--- src/rtl/imem_fetch_port.sv ---
// Writable instruction memory with a valid/ready fetch port, one-entry response buffer,
// a post-reset clear sequence and misaligned / out-of-range fault flags.
module imem_fetch_port #(
    parameter int unsigned       DATA_W    = 32,
    parameter int unsigned       DEPTH     = 64,
    parameter int unsigned       AW        = $clog2(DEPTH),
    parameter logic [31:0]       BASE_ADDR = 32'h0,
    parameter logic [DATA_W-1:0] FILL_WORD = DATA_W'(32'h00000013)
) (
    input  logic              clk,
    input  logic              rst,
    output logic              init_done,
    input  logic              req_valid,
    output logic              req_ready,
    input  logic [31:0]       req_pc,
    output logic              rsp_valid,
    input  logic              rsp_ready,
    output logic [DATA_W-1:0] rsp_instr,
    output logic [31:0]       rsp_pc,
    output logic [1:0]        rsp_fault,
    input  logic              prog_we,
    input  logic [AW-1:0]     prog_addr,
    input  logic [DATA_W-1:0] prog_data
);

    typedef enum logic {ST_INIT = 1'b0, ST_RUN = 1'b1} state_e;

    state_e            state_q, state_d;
    logic [AW-1:0]     clr_cnt_q, clr_cnt_d;
    logic              init_done_q, init_done_d;
    logic              rsp_valid_q, rsp_valid_d;
    logic [DATA_W-1:0] rsp_instr_q, rsp_instr_d;
    logic [31:0]       rsp_pc_q, rsp_pc_d;
    logic [1:0]        rsp_fault_q, rsp_fault_d;

    logic [DATA_W-1:0] mem [DEPTH];

    logic [31:0]       off_c;
    logic [AW-1:0]     idx_c;
    logic              mis_c;
    logic              oor_c;
    logic              accept_c;
    logic              mem_we_c;
    logic [AW-1:0]     mem_waddr_c;
    logic [DATA_W-1:0] mem_wdata_c;

    assign req_ready = (state_q == ST_RUN) && (!rsp_valid_q || rsp_ready);
    assign accept_c  = req_valid && req_ready;

    // Address decode; the offset is unsigned so addresses below BASE_ADDR never wrap into range.
    always_comb begin
        off_c = req_pc - BASE_ADDR;
        idx_c = off_c[AW+1:2];
        mis_c = (req_pc[1:0] != 2'b00);
        oor_c = (req_pc < BASE_ADDR) || ((off_c >> 2) >= 32'(DEPTH));
    end

    always_comb begin
        state_d     = state_q;
        clr_cnt_d   = clr_cnt_q;
        init_done_d = init_done_q;
        rsp_valid_d = rsp_valid_q;
        rsp_instr_d = rsp_instr_q;
        rsp_pc_d    = rsp_pc_q;
        rsp_fault_d = rsp_fault_q;
        mem_we_c    = 1'b0;
        mem_waddr_c = clr_cnt_q;
        mem_wdata_c = FILL_WORD;
        case (state_q)
            ST_INIT: begin
                mem_we_c  = 1'b1;
                clr_cnt_d = clr_cnt_q + AW'(1);
                if (clr_cnt_q == AW'(DEPTH - 1)) begin
                    state_d     = ST_RUN;
                    init_done_d = 1'b1;
                end
            end
            ST_RUN: begin
                if (prog_we) begin
                    mem_we_c    = 1'b1;
                    mem_waddr_c = prog_addr;
                    mem_wdata_c = prog_data;
                end
                // The read samples the array before this edge's write lands (read-before-write).
                if (accept_c) begin
                    rsp_valid_d = 1'b1;
                    rsp_pc_d    = req_pc;
                    rsp_fault_d = {oor_c, mis_c};
                    rsp_instr_d = (mis_c || oor_c) ? FILL_WORD : mem[idx_c];
                end else if (rsp_ready) begin
                    rsp_valid_d = 1'b0;
                end
            end
        endcase
    end

    always_ff @(posedge clk) begin
        if (rst) begin
            state_q     <= ST_INIT;
            clr_cnt_q   <= '0;
            init_done_q <= 1'b0;
            rsp_valid_q <= 1'b0;
            rsp_instr_q <= '0;
            rsp_pc_q    <= '0;
            rsp_fault_q <= '0;
        end else begin
            state_q     <= state_d;
            clr_cnt_q   <= clr_cnt_d;
            init_done_q <= init_done_d;
            rsp_valid_q <= rsp_valid_d;
            rsp_instr_q <= rsp_instr_d;
            rsp_pc_q    <= rsp_pc_d;
            rsp_fault_q <= rsp_fault_d;
        end
    end

    // Storage array has no reset; the clear sequence defines its contents.
    always_ff @(posedge clk) begin
        if (mem_we_c && !rst) begin
            mem[mem_waddr_c] <= mem_wdata_c;
        end
    end

    assign init_done = init_done_q;
    assign rsp_valid = rsp_valid_q;
    assign rsp_instr = rsp_instr_q;
    assign rsp_pc    = rsp_pc_q;
    assign rsp_fault = rsp_fault_q;

endmodule

--- config.mk ---
export PLATFORM = sky130hd
export DESIGN_NAME = imem_fetch_port
export DESIGN_NICKNAME = d
export VERILOG_FILES = /design/src/rtl/imem_fetch_port.sv
export SDC_FILE = /design/constraint.sdc
export NUM_CORES = 2
export LEC_CHECK = 0
export ABC_AREA = 1
export CORE_AREA = 5 5 444 446
export CTS_CLUSTER_DIAMETER = 200
export CTS_CLUSTER_SIZE = 16
export DETAILED_ROUTE_END_ITERATION = 12
export DIE_AREA = 0 0 449 451
export HOLD_SLACK_MARGIN = 0.12
export PLACE_DENSITY_LB_ADDON = 0.2
export SLEW_MARGIN = 15
export SYNTH_ARGS = -nofsm -noshare
export SYNTH_HDL_FRONTEND = slang
export SYNTH_SLANG_ARGS = --single-unit
export TNS_END_PERCENT = 10
--- constraint.sdc ---
create_clock -name clk -period 16.64 [get_ports clk]
set_clock_uncertainty 0.15 [all_clocks]
set_input_delay 2.496 -clock clk [delete_from_list [all_inputs] [get_ports clk]]
set_output_delay 2.496 -clock clk [all_outputs]
set_load 0.01 [all_outputs]
==> impl_metrics.toml <==
[outcome]
result_of_the_run = "completed"

[sta]
setup_repair_after_global_routing_missed_its_margin = "false"
share_of_the_clock_period_used_by_the_worst_path_after_layout_pct = 40.8
number_of_hold_slack_violations_in_the_final_timing_report = 0
post-route-min-period_ns = 6.78
finalMaxSlewViolations = 0
setup-tns-final_ns = 0
setup-violations-final = 0
peak_clock_frequency_supported_by_timing_mhz = 147
slew_headroom_pct = 26.8
max_slew.worst_pin.slew_ns = 1.10

[yosys]
post_synth_inst_count = 7418
synth_area_in_compound_gates_pct = 0.786
sequential_share_of_the_synthesized_area_pct = 73.2
synth.distinct_cells = 34
yosys.area_share.adder_pct = 0.0145
post_synth.cell_area_avg_sq_um = 11.6
synth.yosys.warnings = 0
synth_fp_nets = 7494
synth.ff_latch_count = 2123
post_synth_and_or_nand_nor_area_fraction_pct = 22.1
netlist_area_sq_um = 86100
synth_top_family_by_area = "simple AND/OR/NAND/NOR gates"
post_synth_xor_area_fraction_pct = 0
muxShareOfSynthArea_pct = 0

[detailed_routing]
post-route-drc-count = 0
firstDrtPassIters = 8
routed_wirelength_um = 253000
num_vias = 56800
dr_wl_met2_um = 117000
avgViaCountPerCell = 5.66
routedLengthMet1_um = 106000
route.detailed.wl_per_inst_um = 25.2
routed-wl-met3_um = 21500
drt.antenna.violating_nets = 0
routed.top_layer = "met4"
drt_iter0_markers = 6831

[grt]
grt_pass1_wl_um = 370000
grt_max_degree = 150
antenna_found_initial = 5
groute.usage.overall_pct = 24.5
first_global_vias = 53600
grt-ovfl-total = 0

[floorplan]
dieWidth_um = 449
die_height_um = 451
die_area_sq_um = 202000
starting_utilization_of_the_core_area_pct = 44.8
boundaryPins = 144
placement_rows = 161
core-area_sq_um = 192000

[power_and_ir_drop]
p_leak_uw = 0.0351
max-vdd-ir-drop_v = 0.000107
finalPower_uw = 9820
p_per_area_nw_per_um2 = 103

[clock_network]
insertion_delay_ns = 0.82
cts_sinks = 2123
cts_post_setup_buffers_inserted = 0
cts_resized = 0
clockBufferDepth = 3
clkSlewWorstSetupHoldPaths_ns = 0.07
h-tree-depth = 4
cts_hold_buf = 0
cts_root_buffer = "sky130_fd_sc_hd__clkbuf_16"
cts_tree = "done"
cts_made_buffers = 150

[worst_setup_path]
startpoint_class = "input port"
worst_r2r_endpoint = "mem[0][17]"
worstSetupStartpoint = "req_pc[2]"
end_kind = "flip-flop"
crit_fanout = 118
worstPathRequired_ns = 17.23
crit_path_end = "rsp_instr[11]"
cp.arrival_ns = 7.37
worstReg2RegStart = "state_q"
criticalPathCategory = "input port to flip-flop"
r2r_setup_slack_ns = 12.04
rr_worst_depth = 9

[cells_and_area]
final_common_cell = "sky130_fd_sc_hd__nand2_1"
final_layout_size_suffix_gt1_share_pct = 6.98
num-nets-final = 7486
area_growth_pct = 10.3
most-common-layout-cells = "sky130_fd_sc_hd__nand2_1 (2288), sky130_fd_sc_hd__edfxtp_1 (2048), sky130_fd_sc_hd__nand3_1 (1887)"
final_cells = 10000

[hold_path]
min_path_type = "flip-flop to flip-flop"
hold_path_startpoint = "rsp_pc[28]"

[placement]
placedCellCount = 9784
numPortBuffers = 143
globalplace.congestion = 0.840
place.detailed.hpwl_um = 132000

[run]
maxCapViolCount = 0
where the power goes:
| group | internal [uW] | total (uW) | switching [uW] |
|---|---|---|---|
| Clock | 1700 | 3510 | 1810 |
| Combinational | 139 | 528 | 388 |
| Sequential | 5780 | 5780 | 3.24 |
cells by family (layout without fill, tap and decap cells):
logic type / count (synthesis) / count (layout)
fa+ha+maj: 1 / 1
other cells: 0 / 5
compound gates: 118 / 118
flops: 2123 / 2123
buf+inv: 803 / 890
simple gates: 4373 / 4373
worst max-delay path, cell delays in order:
cell and delay, ns:
sky130_fd_sc_hd__buf_8 0.25, sky130_fd_sc_hd__inv_8 0.66, sky130_fd_sc_hd__buf_4 0.81, sky130_fd_sc_hd__buf_4 0.72, sky130_fd_sc_hd__buf_4 0.89, sky130_fd_sc_hd__nand2_1 0.11
sky130_fd_sc_hd__nand3_1 0.11, sky130_fd_sc_hd__nand3_1 0.10, sky130_fd_sc_hd__nand3_1 0.12, sky130_fd_sc_hd__nand3_1 0.23, sky130_fd_sc_hd__nand3_1 0.23, sky130_fd_sc_hd__nand3_1 0.09
sky130_fd_sc_hd__a21oi_1 0.14
registers in the layout, indices dropped and copies added (netlist names):
signal,flops
mem,2048
rsp_instr,32
rsp_pc,32
clr_cnt_q,6
rsp_fault,2
init_done,1
rsp_valid,1
state_q,1
metal layers:
layer  GRT usage (%)  vias to the layer above
met5               0                        -
met4            7.86                        0
met3            4.33                      395
met2            39.3                     2472
met1            34.2                    28200
li1                -                    25800
stage by stage:
stage	area, sq um	setup slack (ns)	hold WS [ns]	utilization [%]
final	94900	9.86	0.316	49.4
after global routing	94900	9.62	0.332	49.4
after CTS	94900	10.12	0.319	49.4
after detailed placement	90600	9.25	0.307	47.2
after global placement	90600	9.29	0.303	47.2
after floorplan	86100	9.57	0.308	-
how the worst min path moves through the flow:
stage                     slack, ns  depth (start not counted)           end
after floorplan                0.31                          2  clr_cnt_q[4]
after global placement         0.30                          2    rsp_pc[21]
after detailed placement       0.31                          2    rsp_pc[19]
after CTS                      0.32                          2    rsp_pc[19]
after global routing           0.33                          2    rsp_pc[15]
final                          0.32                          2    rsp_pc[28]
Yosys cell counts:
| master | instances | area [sq um] |
|---|---|---|
| sky130_fd_sc_hd__nor3_4 | 1 | 16.3 |
| sky130_fd_sc_hd__o211ai_1 | 20 | 150 |
| sky130_fd_sc_hd__o21ai_0 | 18 | 90.1 |
| sky130_fd_sc_hd__nor2_1 | 100 | 375 |
| sky130_fd_sc_hd__or2_0 | 1 | 6.26 |
| sky130_fd_sc_hd__nor4_1 | 7 | 43.8 |
| sky130_fd_sc_hd__nand2_4 | 1 | 11.3 |
| sky130_fd_sc_hd__buf_6 | 3 | 33.8 |
| sky130_fd_sc_hd__nand3_1 | 1887 | 9440 |
| sky130_fd_sc_hd__nor2_4 | 1 | 11.3 |
| sky130_fd_sc_hd__o21a_1 | 4 | 30.0 |
| sky130_fd_sc_hd__nand4_1 | 6 | 37.5 |
| sky130_fd_sc_hd__buf_1 | 65 | 244 |
| sky130_fd_sc_hd__o21ai_1 | 4 | 20.0 |
| sky130_fd_sc_hd__or2_2 | 70 | 438 |
| sky130_fd_sc_hd__dfxtp_1 | 75 | 1500 |
| sky130_fd_sc_hd__a21oi_1 | 67 | 335 |
| sky130_fd_sc_hd__clkbuf_1 | 177 | 664 |
| sky130_fd_sc_hd__clkinv_1 | 2 | 7.51 |
| sky130_fd_sc_hd__edfxtp_1 | 2048 | 61500 |
| sky130_fd_sc_hd__o21ai_2 | 2 | 17.5 |
| sky130_fd_sc_hd__o221a_2 | 1 | 11.3 |
| sky130_fd_sc_hd__clkinv_2 | 1 | 5.00 |
| sky130_fd_sc_hd__buf_2 | 208 | 1040 |
| sky130_fd_sc_hd__inv_2 | 8 | 30.0 |
| sky130_fd_sc_hd__nor3_1 | 8 | 40.0 |
| sky130_fd_sc_hd__a21oi_4 | 1 | 16.3 |
| sky130_fd_sc_hd__ha_1 | 1 | 12.5 |
| sky130_fd_sc_hd__nand2_2 | 1 | 6.26 |
| sky130_fd_sc_hd__nand2_1 | 2288 | 8590 |
| sky130_fd_sc_hd__buf_4 | 18 | 135 |
| sky130_fd_sc_hd__inv_1 | 321 | 1200 |
| sky130_fd_sc_hd__a31oi_1 | 1 | 6.26 |
| sky130_fd_sc_hd__or2_1 | 2 | 12.5 |
layout make-up:
type | instances | area (sq um)
multi-input cells | 4492 | 20400
fillers | 16800 | 97200
well taps | 2526 | 3160
clock buffers | 232 | 4080
diodes | 5 | 12.5
flip-flops and latches | 2123 | 63000
repair buffers | 311 | 2770
inverters | 332 | 1280
clock inverters | 15 | 221
No activity file was read; power rests on OpenSTA's default activity.
